File: config.mk
export PLATFORM = sky130hd
export DESIGN_NAME = inst_prefetch_unit
export DESIGN_NICKNAME = d
export VERILOG_FILES = /design/src/rtl/inst_prefetch_unit.sv
export SDC_FILE = /design/constraint.sdc
export NUM_CORES = 1
export LEC_CHECK = 0
export BUFFER_PORTS_ARGS = -buffer_cell sky130_fd_sc_hd__buf_2
export CORE_MARGIN = 1.5
export CORE_UTILIZATION = 45
export CTS_BUF_LIST = sky130_fd_sc_hd__clkbuf_8
export CTS_CLUSTER_DIAMETER = 40
export DETAILED_ROUTE_END_ITERATION = 12
export PLACE_DENSITY = 0.67
export SYNTH_ARGS = -nofsm -noshare
export SYNTH_HDL_FRONTEND = slang
export SYNTH_SLANG_ARGS = --single-unit
File: constraint.sdc
create_clock -name clk_i -period 2.4 [get_ports clk_i]
set_input_delay 0.36 -clock clk_i [delete_from_list [all_inputs] [get_ports clk_i]]
set_output_delay 0.36 -clock clk_i [all_outputs]
set_load 0.005 [all_outputs]
File: src/rtl/inst_prefetch_unit.sv
// Sequential instruction prefetcher: issues word fetches, queues returned words, flushes on redirect.
// Optional stall-cycle counter and stallCycles_o port exist only when INST_PREFETCH_PERF_EN is defined.
module inst_prefetch_unit #(
    parameter int unsigned      DBITS           = 32,
    parameter logic [DBITS-1:0] START_PC        = DBITS'('h40),
    parameter logic [DBITS-1:0] INST_SIZE       = DBITS'(4),
    parameter int unsigned      DEPTH           = 4,
    parameter int unsigned      MAX_OUTSTANDING = 4
) (
    input  logic             clk_i,
    input  logic             reset_ni,
    input  logic             redirect_i,
    input  logic [DBITS-1:0] redirectPc_i,
    output logic             memReqValid_o,
    output logic [DBITS-1:0] memReqAddr_o,
    input  logic             memReqReady_i,
    input  logic             memRspValid_i,
    input  logic [DBITS-1:0] memRspData_i,
    output logic             instValid_o,
    output logic [DBITS-1:0] instWord_o,
    output logic [DBITS-1:0] instPc_o,
    input  logic             instReady_i
`ifdef INST_PREFETCH_PERF_EN
    ,
    output logic [31:0]      stallCycles_o
`endif
);

    localparam int PTRW = (DEPTH > 1) ? $clog2(DEPTH) : 1;
    localparam int CNTW = $clog2(DEPTH + 1);
    localparam int OSW  = $clog2(MAX_OUTSTANDING + 1);
    localparam int DSW  = $clog2(2 * MAX_OUTSTANDING + 1);
    localparam int SUMW = ((CNTW > OSW) ? CNTW : OSW) + 1;

    logic [DBITS-1:0] fetchPc_q, fetchPc_d;
    logic [DBITS-1:0] rspPc_q, rspPc_d;
    logic [CNTW-1:0]  count_q, count_d;
    logic [PTRW-1:0]  rdPtr_q, rdPtr_d;
    logic [PTRW-1:0]  wrPtr_q, wrPtr_d;
    logic [OSW-1:0]   outstanding_q, outstanding_d;
    logic [DSW-1:0]   discard_q, discard_d;
    logic [DBITS-1:0] wordMem_q [DEPTH];
    logic [DBITS-1:0] pcMem_q   [DEPTH];

    logic [DBITS-1:0] alignedPc;
    logic [SUMW-1:0]  inFlight;
    logic [DSW-1:0]   pendingTotal;
    logic             reqAllowed;
    logic             reqFire;
    logic             pushFire;
    logic             popFire;
    logic             unusedPcBits;

    assign alignedPc    = {redirectPc_i[DBITS-1:2], 2'b00};
    assign unusedPcBits = ^redirectPc_i[1:0];

    // Issue only when every word already requested is guaranteed a queue slot.
    assign inFlight      = SUMW'(count_q) + SUMW'(outstanding_q);
    assign reqAllowed    = (inFlight < SUMW'(DEPTH)) && (outstanding_q < OSW'(MAX_OUTSTANDING));
    assign memReqValid_o = reset_ni && !redirect_i && reqAllowed;
    assign memReqAddr_o  = fetchPc_q;
    assign reqFire       = memReqValid_o && memReqReady_i;

    assign instValid_o = (count_q != '0);
    assign instWord_o  = wordMem_q[rdPtr_q];
    assign instPc_o    = pcMem_q[rdPtr_q];

    always_comb begin
        fetchPc_d     = fetchPc_q;
        rspPc_d       = rspPc_q;
        count_d       = count_q;
        rdPtr_d       = rdPtr_q;
        wrPtr_d       = wrPtr_q;
        outstanding_d = outstanding_q;
        discard_d     = discard_q;
        pushFire      = 1'b0;
        popFire       = 1'b0;
        pendingTotal  = discard_q + DSW'(outstanding_q);

        if (redirect_i) begin
            // Everything still in flight becomes stale; a response landing now is one of them.
            fetchPc_d     = alignedPc;
            rspPc_d       = alignedPc;
            count_d       = '0;
            rdPtr_d       = '0;
            wrPtr_d       = '0;
            outstanding_d = '0;
            if (memRspValid_i && (pendingTotal != '0)) begin
                discard_d = pendingTotal - DSW'(1);
            end else begin
                discard_d = pendingTotal;
            end
        end else begin
            popFire = instValid_o && instReady_i;
            if (reqFire) begin
                fetchPc_d = fetchPc_q + INST_SIZE;
            end
            if (memRspValid_i) begin
                if (discard_q != '0) begin
                    discard_d = discard_q - DSW'(1);
                end else if (outstanding_q != '0) begin
                    pushFire = 1'b1;
                end
            end
            if (pushFire) begin
                rspPc_d = rspPc_q + INST_SIZE;
                wrPtr_d = wrPtr_q + PTRW'(1);
            end
            if (popFire) begin
                rdPtr_d = rdPtr_q + PTRW'(1);
            end
            case ({reqFire, pushFire})
                2'b10:   outstanding_d = outstanding_q + OSW'(1);
                2'b01:   outstanding_d = outstanding_q - OSW'(1);
                default: outstanding_d = outstanding_q;
            endcase
            case ({pushFire, popFire})
                2'b10:   count_d = count_q + CNTW'(1);
                2'b01:   count_d = count_q - CNTW'(1);
                default: count_d = count_q;
            endcase
        end
    end

    always_ff @(posedge clk_i or negedge reset_ni) begin
        if (!reset_ni) begin
            fetchPc_q     <= START_PC;
            rspPc_q       <= START_PC;
            count_q       <= '0;
            rdPtr_q       <= '0;
            wrPtr_q       <= '0;
            outstanding_q <= '0;
            discard_q     <= '0;
        end else begin
            fetchPc_q     <= fetchPc_d;
            rspPc_q       <= rspPc_d;
            count_q       <= count_d;
            rdPtr_q       <= rdPtr_d;
            wrPtr_q       <= wrPtr_d;
            outstanding_q <= outstanding_d;
            discard_q     <= discard_d;
        end
    end

    always_ff @(posedge clk_i or negedge reset_ni) begin
        if (!reset_ni) begin
            for (int i = 0; i < int'(DEPTH); i++) begin
                wordMem_q[i] <= '0;
                pcMem_q[i]   <= '0;
            end
        end else if (pushFire) begin
            wordMem_q[wrPtr_q] <= memRspData_i;
            pcMem_q[wrPtr_q]   <= rspPc_q;
        end
    end

`ifdef INST_PREFETCH_PERF_EN
    logic [31:0] stallCycles_q;

    // Counts cycles the consumer wanted an instruction but none was ready; saturates.
    always_ff @(posedge clk_i or negedge reset_ni) begin
        if (!reset_ni) begin
            stallCycles_q <= '0;
        end else if (!redirect_i && instReady_i && !instValid_o && (stallCycles_q != 32'hFFFF_FFFF)) begin
            stallCycles_q <= stallCycles_q + 32'd1;
        end
    end

    assign stallCycles_o = stallCycles_q;
`endif

`ifndef SYNTHESIS
    rspWithoutRequest: assert property (@(posedge clk_i) disable iff (!reset_ni)
        memRspValid_i |-> ((outstanding_q != '0) || (discard_q != '0)));
`endif

endmodule
# Yosys cells after proc, flatten, opt, wreduce, memory -nomap -nowiden
# Index checks and enable logic that the tools add are counted.
# word_totals
reg_bits	334
inputBits	70
out_inout_bits	98
elab_cells	89
# classes
add_sub_neg	12
order_cmp	5
eq_ne	4
muxes	31
bitwise_logic	2
reduce_logical	20
# ops
op	count
$mux W32	9
$bwmux W128	2
$bmux W32 S2	2
$add A32 B3 Y32 const B	2
$demux W32 S2	1
$mux W4	4
$pmux W3 S2	2
$reduce_bool A3 Y1	4
$reduce_bool A2 Y1	5
$mux W2	4
$reduce_bool A4 Y1	2
$sub A4 B1 Y4 const B	2
$logic_and A1 B1 Y1	7
$add A3 B1 Y3 const B	2
$ge A3 B3 Y1 const B	2
$mux W3	2
$not A2 Y3	2
$sub A3 B1 Y3 const B	2
$mux W1	5
$add A2 B1 Y2 const B	2
$add A3 B3 Y4	1
$add A4 B3 Y4	1
$eq A2 B1 Y1 const B	2
$eq A2 B2 Y1 const B	2
other kinds (5)	5

# Depth between registers and ports, before layout
# depth
ltp_word	8
mapped_depth	11
mapped_depth_nobuf	10

# Least setup slack after synthesis
# Ideal clock, no wire load.
# synth_path
kind	register -> register
start	register outstanding_q[1]
end	register outstanding_q[2]
setup_ns	0.135
arrival_ns	2.409
required_time_ns	2.265
path_slack_ns	-0.144
stages_incl_launch_ff	11
path_cell_list	dfrtp_1 ha_1 nor4_1 and4_1 buf_4 buf_2 nor2_1 fa_1 nor3_1 o21ai_0 nor3b_1
# synth_via
elab_chain_len	8
# synth_lines
element	line	rtl
start, declared	40	logic [OSW-1:0] outstanding_q, outstanding_d;
start signal, assigned	140	outstanding_q <= outstanding_d;
$add A3 B3 Y4 or $reduce_bool A3 Y1 (tied branches)	58, 101	
$lt A4 B3 Y1 or $mux W1 (tied branches)	59, 101	
$logic_and A1 B1 Y1 or $mux W1 (tied branches)	59, 99	
$logic_and A1 B1 Y1 or $mux W1 (tied branches)	60, 98	
$logic_and A1 B1 Y1 or $mux W1 (tied branches)	62, 80	
$eq A2 B1 Y1 or $eq A2 B2 Y1 (tied branches)	112	case ({reqFire, pushFire})
$pmux W3 S2	112	
$mux W3	80	if (redirect_i) begin
# Several ways; a longest one is shown, not always the timed one. The select of a mux whose other input is x is not followed.
# A chain may end at the register's enable or synchronous reset.

# Worst setup path after layout
# layout_path
start	register rdPtr_q[0]
end	output port instWord_o[17]
# layout_via
elab_chain_len	4
# layout_lines
element	line	rtl
start, declared	38	logic [PTRW-1:0] rdPtr_q, rdPtr_d;
start signal, assigned	138	rdPtr_q <= rdPtr_d;
$not A2 Y3 (implied by the code)	65	assign instWord_o = wordMem_q[rdPtr_q];
$bmux W32 S2	65	
$mux W32 (implied by the code) (2 in a row)	65	
end, declared	20	output logic [DBITS-1:0] instWord_o,
# Every way passes these cells. The select of a mux whose other input is x is not followed.

==> metrics.txt <==
Ys Warns=0; row count=67; met1 GRT Util=0.290; Mapped Area=15,400 µm²; Syn Inst Count=1,104; CP delay by family, top=multiplexers; final RePlAce weighted congestion=0.832; post-layout min period=2.40 ns; Die H=188 µm; total I/O pin count=168; Synth cell types=55; CP Cell Sequence=buf_12 -> clkbuf_16 -> mux4_2 -> buf_6; run status=finished clean; Fmax achieved=417 MHz; I/O Buffers=161; CP Max Fanout=7; DRC violations left=0; antenna violations before repair=0; Avg Vias per Cell=5.51; Sequential Area=8070 µm²; worst path required time=2.04 ns; Final Max Tran Viols=0; final hold violations=0; nets@finish=1,404; largest net degree at the start of global routing=161; GRT Total Usage=0.198; fill cell count=2,781; met3 Resource Use GR=0.0346; total area of multi-input combinational cells=6920 µm²; first-pass GRT wire length=56,300 µm; CTS sink cnt=322; post-synthesis sequential area ratio=0.524; Worst slew margin=0.365; Tcrit/Tclk final=1.00; synthesized area per cell=13.9 µm²; vias in the first global route=10,300; TritonRoute pass-1 iters=5; htree depth=2; Final setup viols=0; Global Route met2 Usage=0.306; Pleak=0.00874 µW; r2r setup slk=0.01 ns; TritonCTS clock tree=built; Worst Skew=0.0268 ns; clk root buf=clkbuf_8; Power per Cell Area=799 nW/µm²; Top Usage Layer GRT=met2; register bit total from synthesis=322; unrepaired setup endpoints after global routing=yes; Main synth FF type=dfrtp_1; die footprint=35,300 µm²; slowest CP cell=mux4_2; CP arrival=2.04 ns; critical path type=flop to primary output; Clock Path Buffers=3; core outline area=33,600 µm²; dpl hpwl=22,500 µm; CP Launch Type=flop; post-route design area=18,400 µm²; die width=188 µm; GR Overflow Total=0; Post-synth EDFFs=0; Worst-path clk slew=0.06 ns; Initial Utilization=0.457; Post-DP Area=16,900 µm²; Tightest Pin Transition=0.953 ns; Hold Crit Class=input port to flop; initial DRC count=517; number of max-cap violations=0; hold_ws=0.0458 ns; wire length per cell=19.6 µm; Buf/Inv on CP=3; Max IR drop VDD=0.000427 V; vias post-DR=9,964; final wirelength=35,300 µm; share of post-route cells with drive strength above 1=0.475; CTS Buf Count=58; worst skew pair latency=0.58 ns; Final ANT Viol Nets=0; crit path capture type=primary output; Post-synth ARST share=1.00; slowest stage delay, CP=0.52 ns; Area Growth Syn to Fin=19.7%
[registers in the layout (all words and copies together) (netlist names)]
signal,count
discard_q,4
outstanding_q,3
wrPtr_q,2
memReqAddr_o,30
wordMem_q,128
rdPtr_q,2
count_q,3
pcMem_q,120
rspPc_q,30
[Yosys cell counts (all sizes together) (2+ instances only)]
master,count,area share
dfrtp,320,0.52
mux2,251,0.20
nand2,69,0.017
mux4,62,0.091
buf,46,0.019
o21ai,45,0.015
xnor2,36,0.021
nand3,34,0.011
nor2,29,0.0071
clkbuf,28,0.0070
inv,18,0.0044
nor4,17,0.0093
o311ai,15,0.0085
ha,14,0.011
and3,13,0.0056
nand4,13,0.0053
o211ai,13,0.0063
nor3,12,0.0039
a21oi,10,0.0033
and4,7,0.0040
xor2,7,0.0040
a31oi,6,0.0024
and2,5,0.0022
mux2i,5,0.0033
fa,3,0.0039
a22oi,2,0.00098
dfstp,2,0.0034
nand3b,2,0.00098
nor3b,2,0.0013
o31a,2,0.0011
o31ai,2,0.00098
or3,2,0.00081
or4,2,0.00098
[metrics by stage]
step | setup WS (ns) | util | total power (µW) | instances | TNS (ns)
2_1_floorplan | -0.0465 | - | 8120 | 1107 | -0.0465
3_3_place_gp | 0.0425 | 0.503 | 9210 | 1689 | 0
3_5_place_dp | -0.0196 | 0.503 | 9290 | 1689 | -0.0266
4_1_cts | -0.0356 | 0.538 | 14400 | 1792 | -0.539
5_1_grt | -0.142 | 0.547 | 15500 | 1806 | -1.72
6_report | 0.000457 | 0.547 | 14700 | 1807 | 0
[worst min-delay path, delay by kind of cell]
family	cells	cell delay, ns
buf+inv	1	0.08
simple gates	2	0.14
[layout by cell type (no fill, tap or decap), types with 10 or more instances in the layout]
| cell type | Yosys | layout |
|---|---|---|
| dfrtp_1 | 320 | 318 |
| o311ai_0 | 15 | 13 |
| nand3_1 | 33 | 33 |
| mux2_4 | 60 | 61 |
| buf_4 | 5 | 40 |
| nor4_1 | 14 | 13 |
| clkbuf_8 | 0 | 71 |
| xnor2_1 | 36 | 35 |
| nand2_1 | 68 | 68 |
| inv_1 | 18 | 37 |
| nor2_1 | 29 | 28 |
| nand4_1 | 13 | 13 |
| nor3_1 | 12 | 10 |
| buf_6 | 8 | 13 |
| mux4_2 | 62 | 62 |
| mux2_2 | 191 | 190 |
| buf_2 | 32 | 150 |
| o211ai_1 | 13 | 13 |
| buf_12 | 0 | 14 |
| ha_1 | 14 | 12 |
| a21oi_1 | 10 | 10 |
| o21ai_0 | 45 | 44 |
[metal layers]
| metal | vias to the layer above | share of wire |
|---|---|---|
| li1 | 4495 | - |
| met1 | 5117 | 0.47 |
| met2 | 298 | 0.46 |
| met3 | 54 | 0.057 |
| met4 | 0 | 0.016 |
| met5 | - | 0 |
[repair_timing]
action                                 in CTS  in global routing
hold buffers                                1                  0
pin swaps                                   0                  8
endpoints found under the hold margin     108                  0
gates cloned                                0                  6
gates resized for setup                     4                 29
buffers inserted                            1                  8
setup endpoints to repair                  35                 59
[where the power goes]
part	leakage [µW]	switching [µW]	total, µW	internal, µW
Clock	0.000644	2230	5000	2770
Combinational	0.00373	1480	3430	1950
Sequential	0.00436	429	6280	5850
Total	0.00874	4130	14700	10600
[cell families (layout without fill, tap and decap cells)]
logic type,Yosys count,in the layout,synth area share
buf+inv,93,344,0.0306
xor+xnor,43,43,0.0245
fa+ha+maj,17,17,0.0153
flops,322,322,0.524
compound gates,99,99,0.0408
mux,318,318,0.293
simple gates,211,211,0.0718
other cells,1,5,0.000244
[layout make-up]
type | count | area share
sequential | 322 | 0.438
multi-input combinational | 692 | 0.376
timing repair buffer | 224 | 0.0886
clock buffer | 71 | 0.0531
tap | 448 | 0.0305
clock inverter | 30 | 0.00938
inverter | 19 | 0.00388
antenna | 1 | 0.000136
[worst paths after layout]
| check | from | to | cells after the start |
|---|---|---|---|
| max | rdPtr_q[0]$_DFFE_PN0P_ | instWord_o[17] | 4 |
| max in group asynchronous | reset_ni | wordMem_q[61]$_DFFE_PN0P_ | 3 |
| max reg2reg | discard_q[0]$_DFFE_PN0P_ | discard_q[1]$_DFFE_PN0P_ | 9 |
| min in group asynchronous | reset_ni | outstanding_q[2]$_DFFE_PN0P_ | 3 |
| min reg2reg | pcMem_q[37]$_DFFE_PN0P_ | pcMem_q[37]$_DFFE_PN0P_ | 1 |
| min | redirectPc_i[28] | memReqAddr_o[28]$_DFFE_PN0N_ | 3 |
Note: power is estimated with default switching activity, not from simulation.
